--- config.mk ---
export PLATFORM = sky130hd
export DESIGN_NAME = kv_response_tx
export DESIGN_NICKNAME = d
export VERILOG_FILES = /design/src/rtl/kv_pkg.sv /design/src/rtl/uart_tx_byte.sv /design/src/rtl/kv_response_tx.sv
export SDC_FILE = /design/constraint.sdc
export NUM_CORES = 1
export LEC_CHECK = 0
export BUFFER_PORTS_ARGS = -buffer_cell sky130_fd_sc_hd__buf_2
export CAP_MARGIN = 40
export CORE_AREA = 5 5 106 108
export DETAILED_ROUTE_END_ITERATION = 16
export DIE_AREA = 0 0 111 113
export PLACE_DENSITY = 0.79
export RECOVER_POWER = 50
export SYNTH_ARGS = -nofsm -noshare
export SYNTH_HDL_FRONTEND = slang
export SYNTH_SLANG_ARGS = --single-unit
--- constraint.sdc ---
create_clock -name clk -period 2.3 [get_ports clk]
set_input_delay 0.23 -clock clk [delete_from_list [all_inputs] [get_ports clk]]
set_output_delay 0.23 -clock clk [all_outputs]
set_load 0.01 [all_outputs]
--- src/rtl/kv_pkg.sv ---
// rtl/kv_pkg.sv - constants and state types shared by the kv command and response paths
package kv_pkg;

    localparam int KV_TICKS_PER_BIT = 16;
    localparam int KV_KEY_W         = 32;
    localparam int KV_VAL_W         = 32;

    localparam logic [7:0] OP_ISSUE    = 8'h01;
    localparam logic [7:0] OP_TRANSFER = 8'h02;
    localparam logic [7:0] OP_REFER    = 8'h03;
    localparam logic [7:0] OP_CREATE   = 8'h04;

    localparam logic [7:0] ST_OK     = 8'h00;
    localparam logic [7:0] ST_NOKEY  = 8'h01;
    localparam logic [7:0] ST_INSUFF = 8'h02;
    localparam logic [7:0] ST_FULL   = 8'h03;

    typedef enum logic [1:0] {
        S_IDLE  = 2'd0,
        S_START = 2'd1,
        S_DATA  = 2'd2,
        S_STOP  = 2'd3
    } ser_state_e;

    typedef enum logic {
        F_IDLE = 1'b0,
        F_SEND = 1'b1
    } frame_state_e;

endpackage

--- src/rtl/uart_tx_byte.sv ---
// rtl/uart_tx_byte.sv - 8N1 single-byte serializer paced by an oversample tick
module uart_tx_byte
    import kv_pkg::*;
#(
    parameter int TICKS_PER_BIT = KV_TICKS_PER_BIT
) (
    input  logic       clk,
    input  logic       reset,
    input  logic       tick_in,
    input  logic       byte_valid,
    input  logic [7:0] byte_data,
    output logic       byte_done,
    output logic       tx
);

    localparam int CW = (TICKS_PER_BIT > 1) ? $clog2(TICKS_PER_BIT) : 1;
    localparam logic [CW-1:0] TICK_LAST = CW'(TICKS_PER_BIT - 1);

    ser_state_e     state_q, state_d;
    logic [CW-1:0]  tick_cnt_q, tick_cnt_d;
    logic [2:0]     bit_cnt_q, bit_cnt_d;
    logic [7:0]     shift_q, shift_d;
    logic           tx_q, tx_d;
    logic           bit_end;

    // Next-state: a new byte may be loaded from IDLE or straight out of the stop bit (no gap)
    always_comb begin
        state_d    = state_q;
        tick_cnt_d = tick_cnt_q;
        bit_cnt_d  = bit_cnt_q;
        shift_d    = shift_q;
        tx_d       = 1'b1;
        bit_end    = tick_in && (state_q != S_IDLE) && (tick_cnt_q == TICK_LAST);
        byte_done  = bit_end && (state_q == S_STOP);

        if (tick_in && (state_q != S_IDLE)) begin
            tick_cnt_d = (tick_cnt_q == TICK_LAST) ? '0 : tick_cnt_q + 1'b1;
        end

        case (state_q)
            S_IDLE: begin
                if (byte_valid) begin
                    state_d    = S_START;
                    shift_d    = byte_data;
                    tick_cnt_d = '0;
                    bit_cnt_d  = '0;
                end
            end
            S_START: begin
                if (bit_end) begin
                    state_d   = S_DATA;
                    bit_cnt_d = '0;
                end
            end
            S_DATA: begin
                if (bit_end) begin
                    if (bit_cnt_q == 3'd7) begin
                        state_d = S_STOP;
                    end else begin
                        bit_cnt_d = bit_cnt_q + 3'd1;
                        shift_d   = {1'b0, shift_q[7:1]};
                    end
                end
            end
            S_STOP: begin
                if (bit_end) begin
                    if (byte_valid) begin
                        state_d   = S_START;
                        shift_d   = byte_data;
                        bit_cnt_d = '0;
                    end else begin
                        state_d = S_IDLE;
                    end
                end
            end
            default: state_d = S_IDLE;
        endcase

        // Line level follows the current state, registered so tx trails the state by one clk
        case (state_q)
            S_START: tx_d = 1'b0;
            S_DATA:  tx_d = shift_q[0];
            default: tx_d = 1'b1;
        endcase
    end

    // State registers; reset drives the line idle-high immediately
    always_ff @(posedge clk or negedge reset) begin
        if (!reset) begin
            state_q    <= S_IDLE;
            tick_cnt_q <= '0;
            bit_cnt_q  <= '0;
            shift_q    <= '0;
            tx_q       <= 1'b1;
        end else begin
            state_q    <= state_d;
            tick_cnt_q <= tick_cnt_d;
            bit_cnt_q  <= bit_cnt_d;
            shift_q    <= shift_d;
            tx_q       <= tx_d;
        end
    end

    assign tx = tx_q;

endmodule

--- src/rtl/kv_response_tx.sv ---
// rtl/kv_response_tx.sv - frames a kv result and sends it as UART bytes; KV_RSP_CHECKSUM_EN appends an XOR byte
module kv_response_tx
    import kv_pkg::*;
#(
    parameter int TICKS_PER_BIT = KV_TICKS_PER_BIT,
    parameter int KEY_W         = KV_KEY_W,
    parameter int VAL_W         = KV_VAL_W
) (
    input  logic             clk,
    input  logic             reset,
    input  logic             tick_in,
    input  logic             rsp_valid,
    output logic             rsp_ready,
    input  logic [7:0]       rsp_opcode,
    input  logic [7:0]       rsp_status,
    input  logic [KEY_W-1:0] rsp_key,
    input  logic [VAL_W-1:0] rsp_value,
    output logic             tx,
    output logic             busy
);

    // KEY_W and VAL_W are byte multiples, so the body is a whole number of bytes
    localparam int BODY_BYTES = 2 + KEY_W / 8 + VAL_W / 8;
`ifdef KV_RSP_CHECKSUM_EN
    localparam int FRAME_BYTES = BODY_BYTES + 1;
`else
    localparam int FRAME_BYTES = BODY_BYTES;
`endif
    localparam int FW = FRAME_BYTES * 8;
    localparam int IW = $clog2(FRAME_BYTES);
    localparam logic [IW-1:0] IDX_LAST = IW'(FRAME_BYTES - 1);

    frame_state_e          state_q, state_d;
    logic [FW-1:0]         frame_q, frame_d;
    logic [IW-1:0]         idx_q, idx_d;
    logic [BODY_BYTES*8-1:0] body;
    logic                  accept;
    logic                  last_byte;
    logic                  byte_valid;
    logic                  byte_done;
    logic [7:0]            byte_data;

    // Frame body in wire order: opcode, status, key MSB-first, value MSB-first
    assign body = {rsp_opcode, rsp_status, rsp_key, rsp_value};

`ifdef KV_RSP_CHECKSUM_EN
    logic [7:0] checksum;

    // XOR of every body byte, folded in at capture time
    always_comb begin
        checksum = '0;
        for (int i = 0; i < BODY_BYTES; i++) begin
            checksum = checksum ^ body[i*8 +: 8];
        end
    end
`endif

    assign rsp_ready = (state_q == F_IDLE);
    assign busy      = (state_q == F_SEND);

    // Frame sequencing: the top byte of frame_q is always the byte on the wire
    always_comb begin
        state_d   = state_q;
        frame_d   = frame_q;
        idx_d     = idx_q;
        accept    = rsp_valid && (state_q == F_IDLE);
        last_byte = (idx_q == IDX_LAST);
        // The opcode is handed over on the accept edge so the start bit is timed from accept
        byte_valid = accept || ((state_q == F_SEND) && !(byte_done && last_byte));
        if (accept) begin
            byte_data = rsp_opcode;
        end else if (byte_done) begin
            byte_data = frame_q[FW-9 -: 8];
        end else begin
            byte_data = frame_q[FW-1 -: 8];
        end

        case (state_q)
            F_IDLE: begin
                if (accept) begin
                    state_d = F_SEND;
                    idx_d   = '0;
`ifdef KV_RSP_CHECKSUM_EN
                    frame_d = {body, checksum};
`else
                    frame_d = body;
`endif
                end
            end
            F_SEND: begin
                if (byte_done) begin
                    if (last_byte) begin
                        state_d = F_IDLE;
                    end else begin
                        idx_d   = idx_q + 1'b1;
                        frame_d = {frame_q[FW-9:0], 8'h00};
                    end
                end
            end
            default: state_d = F_IDLE;
        endcase
    end

    // Frame registers; reset abandons any frame in flight
    always_ff @(posedge clk or negedge reset) begin
        if (!reset) begin
            state_q <= F_IDLE;
            frame_q <= '0;
            idx_q   <= '0;
        end else begin
            state_q <= state_d;
            frame_q <= frame_d;
            idx_q   <= idx_d;
        end
    end

    uart_tx_byte #(
        .TICKS_PER_BIT(TICKS_PER_BIT)
    ) u_ser (
        .clk       (clk),
        .reset     (reset),
        .tick_in   (tick_in),
        .byte_valid(byte_valid),
        .byte_data (byte_data),
        .byte_done (byte_done),
        .tx        (tx)
    );

endmodule
==> run_results.csv, run 1 <==
group,metric,value,unit
final_layout,final_cells,708,
synthesis,syn_inst,480,
final_layout,finalNetCount,661,
synthesis,synthTopCellsByArea,"dfrtp_1, mux2i_1, o21ai_0",
sta,report.final.slew_viol_count,0,
placement,gp_congestion,0.873,
clock_network,cts_buffer_depth,2,
detailed_routing,first_pass_iters,4,
global_route,grtUsageTotal,17.4,%
critical_path,required,2.60,ns
synthesis,synth-async-reset-ratio,100,%
global_route,antenna_found_initial,1,
clock_network,clock_latency,0.36,ns
detailed_routing,wl_met1,5080,um
clock_network,clkTransAtPathRegs,0.11,ns
detailed_routing,drt-initial-drc-count,173,
synthesis,syn_area_per_cell,10.4,um2
job,cap_violations,0,
detailed_routing,wl_per_cell,15.6,um
detailed_routing,wl_met2,5140,um
placement,postPlaceCellArea,0.00564,mm2
synthesis,ys_warn_count,0,
final_layout,diodes,0,
pwr,fin_total_pwr,4.68,mW
pwr,p_per_area,793,mW/mm2
floorplan,die_area,0.0125,mm2
sta,final.min_clock_period,2.20,ns
detailed_routing,drt.antenna.violating_nets,0,
placement,port_buffers,86,
placement,post-dp-hpwl,7870,um
synthesis,yosysTopAreaCell,"dfrtp_1",
synthesis,synth_xor_area_share,0.702,%
pwr,p_leak,3.22,nW
global_route,grt_pass1_wl,18000,um
sta,hold_ws,0.0863,ns
critical_path,start_kind,"flop",
synthesis,synth_edf_count,0,
sta,worst_pin_slew,1.28,ns
clock_network,numCtsBuffers,9,
critical_path,critical_path_class,"reg2reg",
clock_network,cts_htree_levels,3,
synthesis,synthTopCellsByCount,"dfrtp_1, nand2_1, mux2i_1, o21ai_0, clkbuf_1",
placement,dp_slack,0.0548,ns
final_layout,final_cell_area,0.00591,mm2
synthesis,synthFlopType,"dfrtp_1",
clock_network,tritoncts,"built",
synthesis,synth-compound-area-share,15.3,%
synthesis,synth_top_family_by_area,"multiplexers",
synthesis,syn_area,0.00499,mm2
final_layout,area_growth,18.4,%
min_path,hp-class,"in2reg",
global_route,grt.overflow.total,0,
synthesis,syn_nets,574,
final_layout,final_util,58.3,%
global_route,grt_pass1_vias,3802,
critical_path,cp_max_fo,8,
floorplan,core-area,0.0101,mm2
sta,hold_viol,0,
sta,setup_viol,0,
detailed_routing,viasPerCell,5.37,
synthesis,synth_top_area_share,51.1,%
pwr,ir_drop,0.382,mV
sta,setup_slack,0.102,ns
final_layout,drive_gt1_share,24.3,%
detailed_routing,drc,0,
synthesis,ys_types,39,
synthesis,yosys.area_share.simple,9.67,%
critical_path,cp.arrival,2.49,ns
detailed_routing,vias,3802,
sta,clock.fmax,455,MHz
detailed_routing,routed-wl-met3,728,um
synthesis,synthMuxAreaShare,16.9,%
floorplan,num_io_pins,87,
synthesis,yosysSeqAreaShare,51.7,%
final_layout,fill_cells,844,
floorplan,initial_utilization,49.2,%
detailed_routing,drt_wl_total,11000,um
sta,tns,0,ns
global_route,grt_max_degree,101,
synthesis,synthAdderAreaFrac,2.51,%
floorplan,num_rows,37,
critical_path,cp-end-kind,"flop",
synthesis,synth-seq-cells,103,
sta,slew_headroom,14.6,%
clock_network,clock_sinks,103,
floorplan,chipWidth,111,um
clock_network,cts_root_buf,"clkbuf_8",
synthesis,synth.most_common_cell,"dfrtp_1",
detailed_routing,top_layer_used,"met5",
sta,finalCritPeriodShare,95.6,%
outcome,status,"finished clean",
floorplan,die-height,113,um
sta,fin_skew,0.00900,ns
placement,place_inst,688,
registers in the layout (all words and copies together) (netlist names):
name / cells
u_ser.tick_cnt_q: 4
u_ser.bit_cnt_q: 3
busy: 1
u_ser.shift_q: 8
u_ser.tx: 1
idx_q: 4
frame_q: 80
u_ser.state_q: 2
critical path: stages, from the launching register on:
cell	delay, ns
dfrtp_1	0.40
inv_1	0.10
ha_1	0.21
nand3b_4	0.16
or3_1	0.40
a2111o_2	0.54
a211oi_2	0.19
a221o_1	0.14
power breakdown:
| group | switching [mW] | leakage [nW] | internal [mW] | total [mW] |
|---|---|---|---|---|
| Combinational | 0.611 | 1.80 | 0.564 | 1.18 |
| Sequential | 0.234 | 1.32 | 2.15 | 2.38 |
| Clock | 0.672 | 0.102 | 0.455 | 1.13 |
| Total | 1.52 | 3.22 | 3.17 | 4.68 |
worst paths after layout:
| path | startpoint | end | slack (ns) | cells past startpoint |
|---|---|---|---|---|
| worst max-delay path | u_ser.state_q[1] | u_ser.shift_q[3] | 0.10 | 7 |
| worst min-delay path | rsp_value[2] | frame_q[2] | 0.09 | 2 |
| max in group asynchronous | reset | u_ser.tx | 0.68 | 3 |
| worst max register to register | u_ser.state_q[1] | u_ser.shift_q[3] | 0.10 | 7 |
| worst min register to register | frame_q[62] | frame_q[62] | 0.49 | 2 |
| min in group asynchronous | reset | frame_q[76] | 0.69 | 2 |
metal layers:
layer / vias to the layer above / track usage [%]
met4: 2 / 3.61
met1: 1818 / 24.5
met2: 102 / 26.9
met5: - / 0
li1: 1870 / -
met3: 10 / 5.08
layout by cell type, fill, tap and decap left out, types with 2 or more instances in the layout:
cell type  instances
nor2_1            10
mux2i_1           83
nor3_1             2
xor2_1             2
a221o_1            7
buf_2             85
clkbuf_8          10
a31oi_1            2
inv_1             10
inv_6              4
dfrtp_1          101
xnor2_1            2
nand2_1           87
a22o_1             8
o311a_1            2
nand3_1            6
ha_1               9
a21oi_1            6
o21ai_0           82
buf_4             15
inv_8              2
a211oi_2           7
o22ai_1            2
buf_12             2
logic make-up after synthesis:
| logic type | after synthesis |
|---|---|
| buffers and inverters | 40 |
| adder cells (fa/ha/maj) | 10 |
| AND/OR/NAND/NOR | 114 |
| flip-flops | 103 |
| XOR/XNOR | 4 |
| AO/OA/AOI/OAI | 125 |
| multiplexers | 84 |
cell type report:
cell class / count / area (um2) / share of cell area (%)
Tap cell: 136 / 170 / 2.88
Sequential cell: 103 / 2580 / 43.7
Multi-Input combinational cell: 337 / 2300 / 38.8
Clock inverter: 6 / 57.6 / 0.974
Timing Repair Buffer: 106 / 629 / 10.6
Clock buffer: 10 / 138 / 2.33
Inverter: 10 / 37.5 / 0.635
repair_timing:
action / 4_1_cts / 5_1_grt
endpoints found under the setup margin: 0 / 24
buffers inserted: 0 / 2
hold buffers: 1 / 0
endpoints found under the hold margin: 49 / 0
gates resized for setup: 0 / 10
Power figures use the tool's default switching activity.
==> run 2, diff against run 1 <==
Settings changed: CORE_AREA 5 5 106 108 to 4 4 105 107, DIE_AREA 0 0 111 113 to 0 0 109 111.
==> run_results.csv, run 2 (synthesized netlist as in run 1, its figures left out) <==
group,metric,value,unit
placement,port_buffers,86,
final_layout,multi_input_area,0.00230,mm2
final_layout,fill_cells,854,
detailed_routing,first_pass_iters,6,
final_layout,final_cells,715,
critical_path,cp_max_fo,8,
detailed_routing,wl_per_cell,15.9,um
critical_path,required,2.61,ns
final_layout,final_util,58.7,%
detailed_routing,viasPerCell,5.38,
sta,tns,0,ns
final_layout,largest-register,"frame_q",
clock_network,clock_latency,0.37,ns
sta,slew_headroom,23.3,%
critical_path,critical_path_class,"reg2reg",
final_layout,final_common_cell,"dfrtp_1",
floorplan,die-height,111,um
placement,post-dp-hpwl,8180,um
critical_path,cp-end-kind,"flop",
placement,dp_slack,0.0296,ns
critical_path,start_kind,"flop",
pwr,p_per_area,783,mW/mm2
sta,report.final.slew_viol_count,0,
final_layout,most-common-layout-cells,"dfrtp_1, nand2_1, buf_2, o21ai_0, mux2i_1",
min_path,hp-class,"in2reg",
final_layout,finalNetCount,668,
placement,gp_congestion,0.829,
pwr,p_leak,3.24,nW
floorplan,die_area,0.0121,mm2
critical_path,cpMaxStageDelayCell,"a2111o_1",
sta,grt_setup_unrepaired,"true",
clock_network,tritoncts,"built",
outcome,status,"finished clean",
sta,final.min_clock_period,2.22,ns
sta,setup_slack,0.0791,ns
detailed_routing,drt-initial-drc-count,201,
global_route,grtUsageTotal,18.9,%
floorplan,chipWidth,109,um
global_route,grt_pass1_vias,3860,
sta,fin_skew,0.00857,ns
clock_network,cts_buffer_depth,2,
job,cap_violations,0,
detailed_routing,vias,3844,
clock_network,clkTransAtPathRegs,0.10,ns
detailed_routing,drc,0,
global_route,grt_pass1_wl,18400,um
floorplan,num_rows,37,
sta,finalCritPeriodShare,96.6,%
clock_network,cts_root_buf,"clkbuf_8",
clock_network,numCtsBuffers,9,
critical_path,cp_cell_sequence,"inv_1 > ha_1 > nand3b_4 > or3_1 > a2111o_1 > a211oi_1 > a21o_1",
sta,clock.fmax,450,MHz
floorplan,num_io_pins,87,
final_layout,largestRegisters,"frame_q: 80 flops, u_ser.shift_q: 8 flops",
global_route,grt_max_degree,56,
clock_network,clock_sinks,103,
final_layout,drive_gt1_share,24.4,%
floorplan,initial_utilization,49.2,%
global_route,grt.overflow.total,0,
sta,hold_viol,0,
sta,worst_pin_slew,1.15,ns
global_route,antenna_found_initial,1,
critical_path,cp.arrival,2.53,ns
clock_network,cts_htree_levels,3,
final_layout,area_growth,19.2,%
final_layout,diodes,0,
detailed_routing,drt_wl_total,11400,um
sta,hold_ws,0.0840,ns
final_layout,regArea,0.00258,mm2
critical_path,slowest_delay,0.51,ns
sta,setup_viol,0,
final_layout,largest_reg_flops,80,
detailed_routing,drt.antenna.violating_nets,0,
floorplan,core-area,0.0101,mm2
pwr,ir_drop,0.411,mV
placement,place_inst,690,
==> run 2: critical path, delay by kind of cell, from the launching register on <==
family	cells	cell delay, ns
DFF	1	0.40
adders and majority gates	1	0.21
buffers and inverters	1	0.09
and+or+nand+nor	2	0.60
AOI/OAI and AO/OA	3	0.87
==> run 2: stage by stage <==
step           total power [mW]  cell area [um2]
6_report                   4.66             5950
5_1_grt                    4.98             5950
4_1_cts                    4.65             5870
3_5_place_dp               3.55             5670
3_3_place_gp               3.45             5670
2_1_floorplan              3.14             4990
==> run 2: cell type report <==
type                    count  share of cell area (%)
flip-flops and latches    103                    43.4
inverters                  10                   0.631
clock buffers              11                    2.54
clock inverters             5                   0.673
well taps                 136                    2.86
repair buffers            112                    11.2
multi-input cells         338                    38.6
==> run 2: power breakdown <==
group	switching, mW	internal [mW]	total (mW)
combinational	0.616	0.552	1.17
clock	0.642	0.463	1.11
sequential	0.237	2.15	2.38
==> run 2: path summary, 6_finish.rpt <==
| path | from | endpoint | slack [ns] | depth (start not counted) |
|---|---|---|---|---|
| hold / removal | rsp_value[7] | frame_q[7] | 0.08 | 2 |
| max in group asynchronous | reset | frame_q[66] | 0.36 | 3 |
| min in group asynchronous | reset | u_ser.tick_cnt_q[2] | 0.62 | 2 |
| setup / recovery | u_ser.state_q[0] | u_ser.shift_q[7] | 0.08 | 7 |
| setup reg to reg | u_ser.state_q[0] | u_ser.shift_q[7] | 0.08 | 7 |
| hold reg to reg | frame_q[62] | frame_q[62] | 0.49 | 2 |
==> run 2: what timing repair did <==
action	in CTS	in global routing
setup endpoints to repair	0	44
hold buffers	1	0
setup buffers	0	7
resized for setup	0	5
endpoints found under the hold margin	42	0
==> run 2: per-layer routing <==
metal,vias to the layer above,part of all wire (%),GRT usage [%]
li1,1890,-,-
met1,1828,45,26.6
met2,108,47,28.7
met3,16,6.2,5.30
met4,2,1.5,5.13
met5,-,0.16,0
==> run 3, diff against run 2 <==
Clock period 2.3 ns to 2 ns, I/O delays scaled along.
==> run_results.csv, run 3 (synthesized netlist as in run 1, its figures left out) <==
group,metric,value,unit
global_route,grt_max_degree,92,
clock_network,cts_buffer_depth,2,
pwr,p_per_area,945,mW/mm2
final_layout,final_common_cell,"dfrtp_1",
critical_path,critical_path_class,"reg2reg",
global_route,grt_pass1_wl,18800,um
placement,port_buffers,86,
sta,tns,-0.502,ns
placement,post-dp-hpwl,8040,um
sta,fin_skew,0.0117,ns
sta,slew_headroom,20.3,%
critical_path,reg2reg_from,"u_ser.state_q[1]",
critical_path,cp-startpoint,"u_ser.state_q[1]",
sta,clock.fmax,475,MHz
detailed_routing,vias,4099,
global_route,grt_pass1_vias,4000,
clock_network,cts_htree_levels,3,
sta,final.min_clock_period,2.10,ns
pwr,ir_drop,0.468,mV
outcome,status,"finished, violations left",
floorplan,num_io_pins,87,
critical_path,slowest_delay,0.38,ns
final_layout,largest-register,"frame_q",
floorplan,die_area,0.0121,mm2
final_layout,final_cell_area,0.00634,mm2
min_path,worstHoldStart,"rsp_value[5]",
final_layout,area_growth,27.0,%
pwr,p_leak,3.42,nW
critical_path,cp_max_fo,12,
floorplan,initial_utilization,49.2,%
critical_path,start_kind,"flop",
clock_network,numCtsBuffers,9,
final_layout,largestRegisters,"frame_q: 80 flops, u_ser.shift_q: 8 flops",
global_route,use_met2,29.5,%
clock_network,tritoncts,"built",
sta,hold_ws,0.0443,ns
detailed_routing,first_pass_iters,6,
sta,worst_pin_slew,1.20,ns
global_route,grtUsageTotal,19.5,%
critical_path,cp.arrival,2.39,ns
global_route,busiest_layer,"met2",
detailed_routing,drt-initial-drc-count,219,
critical_path,cpMaxStageDelayCell,"dfrtp_1",
clock_network,clkTransAtPathRegs,0.11,ns
placement,dp_slack,-0.219,ns
clock_network,clock_latency,0.38,ns
floorplan,die-height,111,um
sta,finalCritPeriodShare,105,%
final_layout,finalNetCount,693,
detailed_routing,drc,0,
global_route,antenna_found_initial,2,
sta,hold_viol,0,
pwr,fin_total_pwr,5.99,mW
final_layout,drive_gt1_share,29.3,%
job,cap_violations,0,
critical_path,crit_top_cell,"buf_4",
sta,setup_viol,15,
sta,report.final.slew_viol_count,0,
floorplan,chipWidth,109,um
critical_path,cp_cell_sequence,"inv_2 > ha_4 > nand3b_4 > buf_4 > a311oi_4 > a21oi_4 > buf_4 > buf_12 > o21ai_0",
placement,gp_congestion,0.808,
floorplan,num_rows,37,
sta,grt_setup_unrepaired,"true",
min_path,hp-class,"in2reg",
final_layout,most-common-layout-cells,"dfrtp_1, nand2_1, buf_2, mux2i_1, o21ai_0",
final_layout,largest_reg_flops,80,
clock_network,clock_sinks,103,
floorplan,core-area,0.0101,mm2
detailed_routing,viasPerCell,5.54,
sta,setup_slack,-0.103,ns
global_route,use_met1,26.6,%
detailed_routing,drt.antenna.violating_nets,0,
critical_path,cp-end-kind,"flop",
global_route,grt_util_met3,5.30,%
detailed_routing,wl_per_cell,16.9,um
outcome,violations,"setup timing",
placement,postPlaceCellArea,0.00582,mm2
critical_path,required,2.28,ns
detailed_routing,drt_wl_total,12500,um
clock_network,cts_root_buf,"clkbuf_8",
final_layout,diodes,0,
global_route,grt.overflow.total,0,
-- run 3: cell count changes in the layout (fill, tap and decap cells not counted), sizes merged --
cell	before	now
bufinv	0	3
inv	12	11
clkbuf	15	16
clkinv	3	0
a21oi	8	7
clkinvlp	0	2
buf	107	131
-- run 3: repair_timing --
action                                 4_1_cts  5_1_grt
pin swaps                                    8        7
setup buffers                                6        4
cloned                                       0        8
setup endpoints to repair                    8       72
resized for setup                            6       32
endpoints found under the hold margin       43        0
hold buffers                                 1        0
-- run 3: cell type report --
| cell class | instances | area [um2] |
|---|---|---|
| Tap cell | 136 | 170 |
| Clock buffer | 10 | 138 |
| Inverter | 10 | 37.5 |
| Timing Repair Buffer | 138 | 953 |
| Fill cell | 808 | 3800 |
| Sequential cell | 103 | 2580 |
| Multi-Input combinational cell | 337 | 2340 |
| Clock inverter | 6 | 116 |
-- run 3: where the power goes --
part	switching, mW	leakage, nW	total, mW	internal [mW]
logic	0.810	1.98	1.63	0.819
registers	0.256	1.32	2.73	2.47
clock network	0.761	0.121	1.64	0.874
-- run 3: metal layers --
layer  vias up  routed length, um
li1       1935                  -
met1      1996               5440
met2       142               5950
met3        22                917
met4         4                196
met5         -                 21
-- run 3: path summary, 6_finish.rpt --
kind	cells after the start	to	slack, ns
max	9	frame_q[66]	-0.10
min	2	frame_q[5]	0.04
max reg2reg	9	frame_q[66]	-0.10
min reg2reg	2	frame_q[37]	0.49
max in group asynchronous	3	frame_q[19]	0.27
min in group asynchronous	2	u_ser.shift_q[2]	0.59
-- run 3: through the flow --
stage | utilization [%] | std cells
after floorplan | - | 480
after global placement | 57.4 | 706
after detailed placement | 57.4 | 706
after CTS | 60.7 | 729
after global routing | 62.5 | 740
final | 62.5 | 740
-- run 3: worst max-delay path, delay by kind of cell, from the launching register on --
family	cells	cell delay [ns]
compound gates	3	0.75
fa+ha+maj	1	0.15
buf+inv	4	0.57
flops	1	0.38
simple gates	1	0.15
